<file path="src/rtl/struct_rec_pkg.sv">
// ---------------------------------------------------------------------------
// Shared types for struct_rec_packer.
//   pkg1::struct1   - 8-bit first field of a record
//   pkg2::struct1   - 7-bit second field of a record
//   struct_rec_pkg  - local 6-bit third field, the assembled record rec_t,
//                     the framing FSM state enum and REC_W.
// pkg1 and pkg2 both declare struct1, so they are only ever referenced by
// scope (pkg1::struct1 / pkg2::struct1) and never wildcard-imported.
// ---------------------------------------------------------------------------
package pkg1;
    typedef struct packed {
        logic [7:0] data;
    } struct1;
endpackage

package pkg2;
    typedef struct packed {
        logic [6:0] data;
    } struct1;
endpackage

package struct_rec_pkg;
    localparam int REC_W = 21;

    typedef struct packed {
        logic [5:0] data;
    } struct2;

    // Field order fixes the packed layout {first[7:0], second[6:0], third[5:0]}.
    typedef struct packed {
        pkg1::struct1 first;
        pkg2::struct1 second;
        struct2       third;
    } rec_t;

    typedef enum logic [1:0] {
        S_FIRST  = 2'd0,
        S_SECOND = 2'd1,
        S_THIRD  = 2'd2,
        S_RESYNC = 2'd3
    } state_t;
endpackage

</file>
<file path="src/rtl/struct_rec_packer_fifo.sv">
// ---------------------------------------------------------------------------
// struct_rec_fifo: rec_t-typed synchronous FIFO.
// Parameters: DEPTH (power of two, >= 2).
// Ports:
//   clk, rst        - clock, asynchronous active-high reset
//   i_push, i_data  - write request and record (ignored when full)
//   i_pop           - read request (ignored when empty)
//   o_data          - head entry, held stable until popped
//   o_full, o_empty - status from registered pointers only
// ---------------------------------------------------------------------------
module struct_rec_fifo
    import struct_rec_pkg::*;
#(
    parameter int DEPTH = 2
) (
    input  logic clk,
    input  logic rst,
    input  logic i_push,
    input  rec_t i_data,
    input  logic i_pop,
    output rec_t o_data,
    output logic o_full,
    output logic o_empty
);
    localparam int AW = $clog2(DEPTH);

    // Pointers carry one extra wrap bit so full and empty are distinguishable.
    logic [AW:0] r_wr_ptr;
    logic [AW:0] r_rd_ptr;
    rec_t        r_mem [DEPTH];

    assign o_empty = (r_wr_ptr == r_rd_ptr);
    assign o_full  = (r_wr_ptr[AW] != r_rd_ptr[AW]) &&
                     (r_wr_ptr[AW-1:0] == r_rd_ptr[AW-1:0]);
    assign o_data  = r_mem[r_rd_ptr[AW-1:0]];

    always_ff @(posedge clk or posedge rst) begin
        if (rst) begin
            r_wr_ptr <= '0;
            r_rd_ptr <= '0;
            for (int i = 0; i < DEPTH; i++) begin
                r_mem[i] <= '0;
            end
        end else begin
            if (i_push && !o_full) begin
                r_mem[r_wr_ptr[AW-1:0]] <= i_data;
                r_wr_ptr                <= r_wr_ptr + (AW+1)'(1);
            end
            if (i_pop && !o_empty) begin
                r_rd_ptr <= r_rd_ptr + (AW+1)'(1);
            end
        end
    end
endmodule

</file>
<file path="src/rtl/struct_rec_packer.sv">
// ---------------------------------------------------------------------------
// struct_rec_packer: assembles 3-beat framed byte streams into rec_t records
// and buffers them in a small output FIFO.
// Parameters: DEPTH (FIFO entries, power of two >= 2), CNT_W (counter width).
// Ports:
//   clk, rst                    - clock, asynchronous active-high reset
//   in_valid/in_ready/in_data/in_last - input beat stream
//   out_valid/out_ready/out_rec - record stream from the FIFO head
//   rec_cnt, drop_cnt           - saturating good / dropped record counters
//   chk_err                     - only with STRUCT_REC_PACKER_CHECK_EN: one
//                                 cycle pulse after a push whose discarded
//                                 bits were not all zero
// Valid/ready: a beat or record transfers on a rising edge where valid and
// ready are both high; valid never waits on ready, and in_ready depends on
// registered state only.
// ---------------------------------------------------------------------------
module struct_rec_packer
    import struct_rec_pkg::*;
#(
    parameter int DEPTH = 2,
    parameter int CNT_W = 16
) (
    input  logic             clk,
    input  logic             rst,
    input  logic             in_valid,
    output logic             in_ready,
    input  logic [7:0]       in_data,
    input  logic             in_last,
    output logic             out_valid,
    input  logic             out_ready,
    output rec_t             out_rec,
    output logic [CNT_W-1:0] rec_cnt,
    output logic [CNT_W-1:0] drop_cnt
`ifdef STRUCT_REC_PACKER_CHECK_EN
    ,
    output logic             chk_err
`endif
);
    state_t           r_state;
    state_t           w_next_state;
    logic [7:0]       r_first;
    logic [6:0]       r_second;
    logic [CNT_W-1:0] r_rec_cnt;
    logic [CNT_W-1:0] r_drop_cnt;

    logic w_accept;
    logic w_push;
    logic w_drop;
    logic w_ld_first;
    logic w_ld_second;
    logic w_full;
    logic w_empty;
    rec_t w_push_rec;

    // Only the third beat can push, so stalling just S_THIRD on full is enough.
    assign in_ready  = !((r_state == S_THIRD) && w_full);
    assign w_accept  = in_valid && in_ready;
    assign out_valid = !w_empty;
    assign rec_cnt   = r_rec_cnt;
    assign drop_cnt  = r_drop_cnt;

    assign w_push_rec.first.data  = r_first;
    assign w_push_rec.second.data = r_second;
    assign w_push_rec.third.data  = in_data[5:0];

    always_comb begin
        w_next_state = r_state;
        w_push       = 1'b0;
        w_drop       = 1'b0;
        w_ld_first   = 1'b0;
        w_ld_second  = 1'b0;
        if (w_accept) begin
            case (r_state)
                S_FIRST: begin
                    w_ld_first = 1'b1;
                    if (in_last) w_drop = 1'b1;
                    else         w_next_state = S_SECOND;
                end
                S_SECOND: begin
                    w_ld_second = 1'b1;
                    if (in_last) begin
                        w_drop       = 1'b1;
                        w_next_state = S_FIRST;
                    end else begin
                        w_next_state = S_THIRD;
                    end
                end
                S_THIRD: begin
                    if (in_last) begin
                        w_push       = 1'b1;
                        w_next_state = S_FIRST;
                    end else begin
                        w_drop       = 1'b1;
                        w_next_state = S_RESYNC;
                    end
                end
                S_RESYNC: begin
                    if (in_last) w_next_state = S_FIRST;
                end
                default: w_next_state = S_FIRST;
            endcase
        end
    end

    always_ff @(posedge clk or posedge rst) begin
        if (rst) begin
            r_state    <= S_FIRST;
            r_first    <= '0;
            r_second   <= '0;
            r_rec_cnt  <= '0;
            r_drop_cnt <= '0;
        end else begin
            r_state <= w_next_state;
            if (w_ld_first)  r_first  <= in_data;
            if (w_ld_second) r_second <= in_data[6:0];
            if (w_push && (r_rec_cnt != '1))  r_rec_cnt  <= r_rec_cnt + CNT_W'(1);
            if (w_drop && (r_drop_cnt != '1)) r_drop_cnt <= r_drop_cnt + CNT_W'(1);
        end
    end

`ifdef STRUCT_REC_PACKER_CHECK_EN
    logic r_disc7;
    logic r_chk_err;

    assign chk_err = r_chk_err;

    always_ff @(posedge clk or posedge rst) begin
        if (rst) begin
            r_disc7   <= 1'b0;
            r_chk_err <= 1'b0;
        end else begin
            if (w_ld_second) r_disc7 <= in_data[7];
            r_chk_err <= w_push && (r_disc7 || (in_data[7:6] != 2'b00));
        end
    end
`endif

    struct_rec_fifo #(.DEPTH(DEPTH)) u_fifo (
        .clk     (clk),
        .rst     (rst),
        .i_push  (w_push),
        .i_data  (w_push_rec),
        .i_pop   (out_ready),
        .o_data  (out_rec),
        .o_full  (w_full),
        .o_empty (w_empty)
    );
endmodule

</file>
<file path="config.mk">
export PLATFORM = sky130hd
export DESIGN_NAME = struct_rec_packer
export DESIGN_NICKNAME = d
export VERILOG_FILES = /design/src/rtl/struct_rec_pkg.sv /design/src/rtl/struct_rec_packer_fifo.sv /design/src/rtl/struct_rec_packer.sv
export SDC_FILE = /design/constraint.sdc
export NUM_CORES = 1
export LEC_CHECK = 0
export CAP_MARGIN = 5
export CELL_PAD_IN_SITES_DETAIL_PLACEMENT = 0
export CELL_PAD_IN_SITES_GLOBAL_PLACEMENT = 1
export CORE_MARGIN = 2
export CORE_UTILIZATION = 35
export CTS_BUF_LIST = sky130_fd_sc_hd__clkbuf_4 sky130_fd_sc_hd__clkbuf_8
export CTS_CLUSTER_DIAMETER = 30
export DETAILED_ROUTE_END_ITERATION = 10
export PLACE_DENSITY = 0.72
export SLEW_MARGIN = 20
export SYNTH_ARGS = -nofsm -noshare
export SYNTH_HDL_FRONTEND = slang
export SYNTH_SLANG_ARGS = --single-unit
</file>
<file path="constraint.sdc">
create_clock -name clk -period 3.2 [get_ports clk]
set_clock_uncertainty 0.1 [all_clocks]
set_input_delay 0.64 -clock clk [delete_from_list [all_inputs] [get_ports clk]]
set_output_delay 0.64 -clock clk [all_outputs]
set_load 0.005 [all_outputs]
</file>
**Word level (Yosys, flattened, before mapping)**

Index checks and enable logic that the tools add are counted.

- Register bits: 95
- Input port bits: 13
- Output and inout port bits: 55
- Logic and storage cells: 67

- Add/subtract/negate cells: 4
- Order comparisons: 3
- Eq/ne operators: 10
- Mux-type cells: 21
- Bitwise operators: 2
- Reduce and logical (&&, ||, !) cells: 14

Operators with widths:

| kind | count |
|---|---|
| two-way mux 21 bit | 4 |
| bitwise mux 42 bit | 1 |
| adder 16 x 1 -> 16 bit (second input constant) | 2 |
| != test 16 bit (second input constant) | 2 |
| demux 21 bit (select 1 bit) | 1 |
| two-way mux 1 bit | 9 |
| logical AND 1 bit | 8 |
| two-way mux 2 bit | 4 |
| one-hot mux 2 bit (4 select lines) | 1 |
| adder 2 x 1 -> 2 bit (second input constant) | 2 |
| equality test 2 bit (second input constant) | 2 |
| >= comparator 2 bit (second input constant) | 2 |
| != test 2 bit (second input constant) | 2 |
| NOT 1 -> 2 bit | 2 |
| logical NOT 1 bit | 3 |
| AND reduction 3 bit | 1 |
| equality test 2 x 1 -> 1 bit (second input constant) | 1 |
| equality test 2 bit | 1 |
| logical NOT 2 bit | 1 |
| < comparator 2 x 1 -> 1 bit (second input constant) | 1 |
| one-hot mux 1 bit (2 select lines) | 1 |
| OR reduction 2 bit | 1 |
| equality test 1 bit | 1 |
| != test 1 bit | 1 |

**Longest topological paths before layout**

Gate-level depths: netlist of the first run.

- Depth in word-level cells: 7
- Depth in mapped cells: 7
- Gate-level depth less buffers: 6

**By module**

From an unflattened synthesis of the first run, not the netlist that was laid out.

- Cell total of the unflattened synthesis: 345
- Area, all modules: 4545.6 sq um

By module, submodules not included:

| module | instances | cells each | area an instance (sq um) | sequential area each (sq um) |
|---|---|---|---|---|
| struct_rec_packer | 1 | 204 | 2386.0 | 1226.2 |
| struct_rec_fifo | 1 | 141 | 2159.6 | 1151.1 |

**Least setup slack after synthesis of the first run**

No wires, ideal clock.

- Kind: input to register
- Start point: input in_valid
- End point: register r_drop_cnt[1], in the netlist drop_cnt[1]
- Setup time: 125 ps
- Arrival time: 2006 ps
- Data required time: 2975 ps
- Slack: 969 ps
- Stages on the path: 5
- Path buffers: 1
- Cells stage by stage: buf_2 > nor4bb_1 > a31oi_1 > a211oi_2 > mux2_2

- Cells in the longest elaborated chain, start to end: 3

RTL lines:

| element | RTL line | RTL |
|---|---|---|
| start, declared | struct_rec_packer.sv:25 | `input logic in_valid,` |
| logical AND 1 bit | struct_rec_packer.sv:57 | `assign w_accept = in_valid && in_ready;` |
| two-way mux 1 bit | struct_rec_packer.sv:72 | `if (w_accept) begin` |
| logical AND 1 bit | struct_rec_packer.sv:117 | `if (w_drop && (r_drop_cnt != '1)) r_drop_cnt <= r_drop_cnt + CNT_W'(1);` |
| end signal, assigned | struct_rec_packer.sv:117 |  |
| end, declared | struct_rec_packer.sv:44 | `logic [CNT_W-1:0] r_drop_cnt;` |

No other way between the ends.
A chain may end at the register's enable or synchronous reset.

==> key figures, run 1 <==
CTS
  • Number of hold buffers added after CTS: 0
  • Maximum root-to-sink buffer count: 2
  • CTS root buffer: clkbuf_8
  • CTS tree: done
  • H-tree depth: 3
  • Reg clk slew, reported paths: 0.09 ns
  • Setup Fix Bufs, Post-CTS: 0
  • CTS Buf Count: 9
  • Clock latency on the worst-skew pair: 0.36 ns
  • Post_cts resized: 0
  • Clk sinks: 95

Die
  • Core ar.: 11910 um^2
  • I/O pins: 68
  • Initial cell density of the core: 35.64%
  • Die height: 114.1 um
  • Chip Width: 114.1 um
  • Site Rows: 40
  • Die Area: 13030 um^2

Route
  • Total wire length: 8.736 mm
  • DRT iter0 DRCs: 97
  • DR DRC count: 0
  • Via count: 2686
  • ANT nets after route: 0
  • WL/cell: 15.91 um
  • Vias per cell: 4.893
  • First-pass detailed-route iteration total: 4

Power and ir drop
  • Lkg Pwr: 0.002274 uW
  • Worst VDD drop: 0.2737 mV
  • Pwr/cell area: 818.0 nW/um^2

STA
  • Period minus WS final: 2.689 ns
  • Worst-margin pin slew: 0.6949 ns
  • Setup TNS: 0 ns
  • Final Hold Vio Count: 0
  • Slew headroom: 53.58%
  • Hold WS: 0.3861 ns
  • RSZ-0062 raised after global routing: false
  • Fmax: 371.8 MHz
  • Final slew viol count: 0
  • Tcrit/Tclk final: 84.05%
  • Worst Setup Slack, final: 0.5105 ns
  • Final setup fails: 0

Global routing
  • First-pass GRT wire length: 14.45 mm
  • Vias in the first global route: 2769
  • Total Routing Usage GR: 14.19%
  • Initial antenna violation count: 0
  • Gr ovfl total: 0
  • Maximum number of pins on one net before global-route repair: 41

Placement
  • Port bufs: 67
  • Placed Instance Area: 5149 um^2
  • Pre-CTS setup slack: 0.2811 ns
  • Routability cong.: 0.7295
  • DPL Wire Length: 5.932 mm

Worst setup path
  • Crit start category: flip-flop
  • Critical Path End Type: output pin
  • CP Cell Sequence: buf_4 -> mux2_2 -> clkdlybuf4s50_1
  • Setup CP Type: reg2out
  • CP max-delay cell: clkdlybuf4s50_1
  • Req. time, crit path: 2.46 ns
  • Worst Path Max Fanout: 24
  • WP data arrival: 1.95 ns
  • Max incr delay on CP: 0.47 ns

Layout
  • Fin area: 5349 um^2
  • Nets: 412
  • Layout cells sized above 1: 26.87%
  • Finished Core Util: 44.91%
  • Area growth syn-to-layout: 25.99%
  • Most frequent cells in the layout: dfrtp_1, mux2_2, clkdlybuf4s50_1
  • Commonest non-fill, non-tap cell in the layout: dfrtp_1
  • Antenna Cells: 0

Logic synthesis
  • Synthesized area: 4245 um^2
  • Dominant synthesized flop cell: dfrtp_1
  • Syn Nets: 337
  • Post-synth EDFFs: 0
  • Synth Area per Inst: 13.18 um^2
  • Top area cells in the synthesized netlist: dfrtp_1, mux2_2, xnor2_1
  • Yosys warns: 0
  • Synth Instances: 322
  • Async SR Flop Fraction: 100.0%
  • Register area share after synthesis: 56.00%
  • #FFs+latches synth: 95
  • Synth top area share: 56.00%
  • Cell taking the most area after synthesis: dfrtp_1
  • Yosys cell types: 38

Status
  • Status: completed

Worst hold path
  • Worst hold-check path type: reg2reg

Job
  • Max-Cap Viols: 0
path summary, 6_finish.rpt:
path | start | to | slack [ns] | cells past startpoint
max | u_fifo.r_rd_ptr[0] | out_rec[16] | 0.51 | 3
min | u_fifo.r_mem[11] | u_fifo.r_mem[11] | 0.39 | 1
max reg2reg | r_state[0] | drop_cnt[1] | 1.08 | 4
min reg2reg | u_fifo.r_mem[11] | u_fifo.r_mem[11] | 0.39 | 1
max in group asynchronous | rst | u_fifo.r_mem[39] | 1.75 | 3
min in group asynchronous | rst | drop_cnt[12] | 0.63 | 2
layout make-up:
type	count	area (um^2)
clock inverter	6	68.82
sequential	95	2377
fill	1115	6563
timing repair buffer	75	768.2
inverter	6	26.28
clock buffer	10	131.4
tap	147	183.9
multi-input combinational	210	1793
registers in the layout, indices dropped and copies added (netlist names):
| register | cells |
|---|---|
| u_fifo.r_wr_ptr | 2 |
| u_fifo.r_mem | 42 |
| u_fifo.r_rd_ptr | 2 |
| drop_cnt | 16 |
| r_state | 2 |
| r_second | 7 |
| rec_cnt | 16 |
| r_first | 8 |
report_power, final:
part	switching [uW]	internal, uW	total [uW]
Clock	432	375	807
Combinational	595	1040	1640
Sequential	301	1630	1930
cell usage after synthesis (all sizes together) (2+ instances only):
cell / number
nand4: 10
a31oi: 4
nand3: 13
xnor2: 24
nor4: 3
and3: 7
inv: 6
or3: 2
nor3: 6
a21oi: 5
buf: 11
xor2: 11
and2: 2
nor3b: 2
nand2: 17
mux2: 81
dfrtp: 95
nor2: 11
ha: 2
per-layer routing:
metal	vias up	routed length [um]	track usage, %
met5	-	0	0
met1	1347	4216	19.78
met3	13	192	2.065
li1	1291	-	-
met4	0	165	6.423
met2	35	4161	22.06
per-stage QoR:
step / instances / power, uW
2_1_floorplan: 322 / 2831
3_3_place_gp: 533 / 3575
3_5_place_dp: 533 / 3623
4_1_cts: 549 / 4443
5_1_grt: 549 / 4663
6_report: 549 / 4375
worst max-delay path, delay by kind of cell (launching register included):
| kind | cells | cell delay [ns] |
|---|---|---|
| buffers and inverters | 2 | 0.82 |
| muxes | 1 | 0.40 |
| DFF | 1 | 0.36 |
cell families (layout without fill, tap and decap cells):
group,count (synthesis),after routing,synth area share (%)
compound gates,14,14,2.269
xor+xnor,35,35,7.221
fa+ha+maj,2,2,0.5894
buf+inv,17,97,1.886
flops,95,95,56.00
mux,81,81,21.57
simple gates,78,78,10.46
Power figures use the tool's default switching activity.
==> inputs of run 2 (changes only) <==
- PLACE_DENSITY: 0.72 -> 0.69
- clock period: 3.2 -> 2.7 ns (I/O delays scaled with it)
==> key figures, run 2 (synthesis results as in run 1) <==
Worst setup path
  • Critical Path End Type: output pin
  • Crit. Startpoint: u_fifo.r_rd_ptr[0]
  • Critical Path Sink: out_rec[5]
  • Req. time, crit path: 2.06 ns
  • Cells on worst reg2reg path: 5
  • Worst Path Max Fanout: 15
  • Reg2Reg Launch Point: rec_cnt[0]
  • Crit start category: flip-flop
  • Setup CP Type: reg2out
  • WP data arrival: 1.94 ns
  • Reg-to-reg critical path endpoint: rec_cnt[1]
  • Reg2Reg Setup Slack: 0.62 ns

Worst hold path
  • Worst hold-check path type: reg2reg

Layout
  • Layout cells sized above 1: 27.94%
  • Area of the multi-input gates: 1793 um^2
  • Max FFs per register: 42
  • Register area: 2377 um^2
  • Finished Core Util: 45.63%
  • Final non-filler cell total: 555
  • Most frequent cells in the layout: dfrtp_1, mux2_2, clkdlybuf4s50_1
  • Commonest non-fill, non-tap cell in the layout: dfrtp_1
  • Antenna Cells: 0
  • Area growth syn-to-layout: 28.03%
  • Filler instances: 1113
  • Largest reg by FF count: u_fifo.r_mem
  • Nets: 418

Placement
  • Routability cong.: 0.7503
  • Placed Cells: 539
  • DPL Wire Length: 6.041 mm
  • Port bufs: 67

Route
  • ANT nets after route: 0
  • First-pass detailed-route iteration total: 4
  • DRT iter0 DRCs: 91
  • DR DRC count: 0
  • Vias per cell: 4.903
  • Via count: 2721
  • Total wire length: 8.620 mm
  • WL/cell: 15.53 um

STA
  • Final Hold Vio Count: 0
  • Slew headroom: 68.06%
  • Tcrit/Tclk final: 95.51%
  • Setup TNS: 0 ns
  • Fmax: 387.8 MHz
  • Final setup fails: 0
  • Worst-margin pin slew: 0.4777 ns
  • Period minus WS final: 2.579 ns
  • RSZ-0062 raised after global routing: false
  • Final slew viol count: 0

Power and ir drop
  • Sw Share: 29.25%
  • Clock network power share: 20.6%
  • Worst VDD drop: 0.3507 mV
  • Logic pwr share: 36.6%
  • Int Pwr: 3788 uW
  • Pwr/cell area: 985.0 nW/um^2
  • Lkg Pwr: 0.002320 uW
  • Reg power frac: 42.8%
  • Switching power: 1566 uW

Global routing
  • Total Routing Usage GR: 14.01%
  • Gr ovfl total: 0
  • Vias in the first global route: 2742
  • Maximum number of pins on one net before global-route repair: 27
  • First-pass GRT wire length: 13.99 mm
  • Initial antenna violation count: 0

CTS
  • Clock latency on the worst-skew pair: 0.37 ns
  • CTS Buf Count: 9
  • CTS root buffer: clkbuf_8
  • Setup Fix Bufs, Post-CTS: 0
  • Maximum root-to-sink buffer count: 2
  • CTS tree: done
  • H-tree depth: 3
  • Post_cts resized: 0
  • Clk sinks: 95
  • Number of hold buffers added after CTS: 0
  • Reg clk slew, reported paths: 0.09 ns

Die
  • Die Area: 13030 um^2
  • Initial cell density of the core: 35.64%
  • Core ar.: 11910 um^2
  • Site Rows: 40
  • I/O pins: 68
  • Die height: 114.1 um
  • Chip Width: 114.1 um

Status
  • Status: completed

Job
  • Max-Cap Viols: 0
[run 2: cell types whose count changed in the layout (fill, tap and decap cells not counted)]
cell and delta:
clkbuf_4 -1, clkbuf_8 +3, clkinv_4 -1, buf_4 +6, inv_6 -1, clkinv_2 -1, bufinv_16 +1
[run 2: critical path: stages (launching register included)]
cell and delay [ns]:
dfrtp_1 0.44, buf_4 0.29, mux2_2 0.36, clkdlybuf4s50_1 0.48
[run 2: power by group through the flow]
| stage | combinational (uW) | sequential, uW | clock [uW] |
|---|---|---|---|
| floorplan | 1150 | 2210 | 0 |
| detailed placement | 1990 | 2320 | 0 |
| global route | 2130 | 2370 | 1200 |
| finish | 1960 | 2290 | 1100 |
| global placement | 1970 | 2290 | 0 |
| CTS | 2000 | 2300 | 1130 |
[run 2: through the flow]
step / hold WS, ns / worst slack [ns] / instance area, um^2 / total power [uW]
6_report: 0.3918 / 0.1212 / 5435 / 5354
5_1_grt: 0.4165 / 0.04236 / 5435 / 5697
4_1_cts: 0.3917 / 0.08224 / 5435 / 5427
3_5_place_dp: 0.3705 / 0.1405 / 5194 / 4310
3_3_place_gp: 0.3626 / 0.1925 / 5194 / 4252
2_1_floorplan: 0.3522 / 0.5694 / 4249 / 3356
[run 2: cell type report]
cell class | instances | area share, %
clock inverter | 4 | 1.404
clock buffer | 12 | 3.039
timing repair buffer | 81 | 14.96
tap | 147 | 3.384
multi-input combinational | 210 | 32.99
inverter | 6 | 0.4834
sequential | 95 | 43.74
[run 2: worst min path at each step]
stage | from | endpoint | slack [ns] | depth (start not counted)
floorplan | u_fifo.r_mem[0] | u_fifo.r_mem[0] | 0.35 | 1
global placement | u_fifo.r_mem[11] | u_fifo.r_mem[11] | 0.36 | 1
detailed placement | u_fifo.r_mem[1] | u_fifo.r_mem[1] | 0.37 | 1
CTS | u_fifo.r_mem[1] | u_fifo.r_mem[1] | 0.39 | 1
global route | u_fifo.r_mem[8] | u_fifo.r_mem[8] | 0.42 | 1
finish | u_fifo.r_mem[1] | u_fifo.r_mem[1] | 0.39 | 1
[run 2: per-layer routing]
metal | up-vias | share of wire [%] | global-route usage [%]
met5 | - | 0 | 0
met4 | 0 | 1.9 | 7.073
met3 | 13 | 3.4 | 2.382
met2 | 41 | 46 | 20.99
met1 | 1370 | 48 | 19.67
li1 | 1297 | - | -
==> inputs of run 3 (changes only) <==
- SYNTH_HIERARCHICAL: default -> 1
==> key figures, run 3 <==
Status
  • Status: completed

Die
  • Core ar.: 12670 um^2
  • Die Area: 13910 um^2
  • Chip Width: 118.0 um
  • Die height: 118.0 um
  • Site Rows: 41
  • Initial cell density of the core: 35.87%
  • I/O pins: 68

STA
  • Final slew viol count: 0
  • RSZ-0062 raised after global routing: false
  • Tcrit/Tclk final: 95.15%
  • Fmax: 389.3 MHz
  • Period minus WS final: 2.569 ns
  • Final setup fails: 0
  • Worst-margin pin slew: 0.8057 ns
  • Final Hold Vio Count: 0
  • Setup TNS: 0 ns
  • Slew headroom: 45.95%
  • Worst Setup Slack, final: 0.1310 ns

Layout
  • Nets: 439
  • Fin area: 5724 um^2
  • Area growth syn-to-layout: 25.93%
  • Max FFs per register: 42
  • Filler instances: 1211
  • Commonest non-fill, non-tap cell in the layout: dfrtp_1
  • Largest reg by FF count: u_fifo/r_mem
  • Layout cells sized above 1: 30.54%
  • Antenna Cells: 0
  • Most frequent cells in the layout: dfrtp_1, clkdlybuf4s50_1, mux2_2

Worst setup path
  • Critical Path Sink: out_rec[14]
  • Crit start category: flip-flop
  • Crit. Startpoint: u_fifo/r_rd_ptr[0]
  • Setup CP Type: reg2out
  • Req. time, crit path: 2.06 ns
  • Reg2Reg Launch Point: u_fifo/r_wr_ptr[0]
  • Critical Path End Type: output pin
  • Reg-to-reg critical path endpoint: rec_cnt[15]
  • Worst Path Max Fanout: 28
  • Reg2Reg Setup Slack: 0.37 ns
  • Cells on worst reg2reg path: 7
  • WP data arrival: 1.93 ns

CTS
  • Clk sinks: 95
  • Clock latency on the worst-skew pair: 0.36 ns
  • CTS root buffer: clkbuf_8
  • Maximum root-to-sink buffer count: 2
  • CTS Buf Count: 9
  • CTS tree: done
  • H-tree depth: 3
  • Reg clk slew, reported paths: 0.09 ns

Logic synthesis
  • Most common cell in the netlist: dfrtp_1
  • Largest family of logic cells by synthesized area: multiplexers
  • Multiplexer share of the synthesized area: 23.12%
  • Dominant synthesized flop cell: dfrtp_1
  • Synth Area per Inst: 13.18 um^2
  • Post-synthesis adder-cell area fraction: 0.5505%
  • Synth Area in Simple Gates: 12.91%
  • Post-synth EDFFs: 0
  • #FFs+latches synth: 95
  • Top area cells in the synthesized netlist: dfrtp_1, mux2_2, mux2_4
  • Cell taking the most area after synthesis: dfrtp_1
  • Post-synthesis compound-gate area fraction: 2.753%
  • Synth Instances: 345
  • Post-synth top cells: dfrtp_1, mux2_2, mux2_4
  • Register area share after synthesis: 52.30%
  • Async SR Flop Fraction: 100.0%
  • Xor/xnor cell area share of the yosys netlist: 5.560%
  • Synthesized area: 4546 um^2
  • Yosys cell types: 47
  • Synth top area share: 52.30%
  • Yosys warns: 6
  • Syn Nets: 360

Power and ir drop
  • Pwr/cell area: 979.7 nW/um^2
  • Worst VDD drop: 0.3297 mV
  • Tot Pwr: 5608 uW
  • Lkg Pwr: 0.002452 uW

Placement
  • Port bufs: 67
  • Placed Instance Area: 5453 um^2
  • Routability cong.: 0.7848
  • Pre-CTS setup slack: 0.1250 ns
  • DPL Wire Length: 6.448 mm

Route
  • ANT nets after route: 0
  • DR DRC count: 0
  • WL/cell: 15.81 um
  • Total wire length: 9.500 mm
  • Vias per cell: 5.047
  • Via count: 3033
  • First-pass detailed-route iteration total: 4
  • DRT iter0 DRCs: 148

Global routing
  • Maximum number of pins on one net before global-route repair: 29
  • Gr ovfl total: 0
  • First-pass GRT wire length: 16.30 mm
  • Initial antenna violation count: 0
  • Total Routing Usage GR: 14.55%
  • Vias in the first global route: 3168

Worst hold path
  • Worst hold-check path type: reg2reg

Job
  • Max-Cap Viols: 0
## run 3: cell count changes in the layout (fill, tap and decap cells not counted), moves of 4 or more
cell / delta
and4_1: +4
mux2_1: -4
mux2_2: -12
mux2_4: +19
nor3_1: +7
xnor2_1: -15
xor2_1: +7
## run 3: logic make-up after synthesis
group           Yosys count
flops                    95
simple gates             94
mux                      87
xor+xnor                 28
compound gates           20
buf+inv                  19
fa+ha+maj                 2
## run 3: worst max-delay path: stages, from the launching register on
cell	delay, ns
dfrtp_1	0.39
buf_6	0.30
mux2_2	0.42
clkdlybuf4s50_1	0.45
## run 3: where the power goes
part / switching, uW / internal [uW] / leakage, uW
Sequential: 413 / 1940 / 0.00120
Combinational: 746 / 1350 / 0.00113
Clock: 530 / 630 / 0.000126
Total: 1690 / 3920 / 0.00245
## run 3: layer usage
metal	vias to the layer above	global-route usage, %	share of wire (%)
met1	1559	19.54	47
met5	-	0	0
met4	0	3.840	1.1
li1	1399	-	-
met2	67	23.22	47
met3	8	4.021	4.4
## run 3: layout make-up
cell class	count	area [um^2]	area share, %
Clock buffer	9	123.9	2.164
Clock inverter	7	127.6	2.230
Inverter	7	26.28	0.4590
Multi-Input combinational cell	231	2051	35.83
Sequential cell	95	2381	41.60
Tap cell	172	215.2	3.760
Timing Repair Buffer	80	799.5	13.97
## run 3: worst min-delay path by stage
stage                     start          endpoint  slack, ns  depth (start not counted)
2_1_floorplan  u_fifo/r_mem[19]  u_fifo/r_mem[19]       0.37                          1
6_report       u_fifo/r_mem[35]  u_fifo/r_mem[35]       0.41                          1
5_1_grt        u_fifo/r_mem[33]  u_fifo/r_mem[33]       0.42                          1
3_3_place_gp   u_fifo/r_mem[40]  u_fifo/r_mem[40]       0.38                          1
4_1_cts        u_fifo/r_mem[28]  u_fifo/r_mem[28]       0.41                          1
3_5_place_dp   u_fifo/r_mem[23]  u_fifo/r_mem[23]       0.39                          1
## run 3: repair_timing
item                       in CTS  in global routing
gates resized for setup         4                  2
hold buffers                    0                  0
gates cloned                    0                  0
setup endpoints to repair       1                 19
buffers inserted                0                  1
pin swaps                       0                  1
## run 3: metrics by stage
step | utilization [%] | hold slack [ns] | cells
after floorplan | - | 0.3750 | 345
after global placement | 43.03 | 0.3835 | 584
after detailed placement | 43.03 | 0.3899 | 584
after CTS | 45.07 | 0.4112 | 600
after global routing | 45.18 | 0.4233 | 601
final | 45.18 | 0.4086 | 601
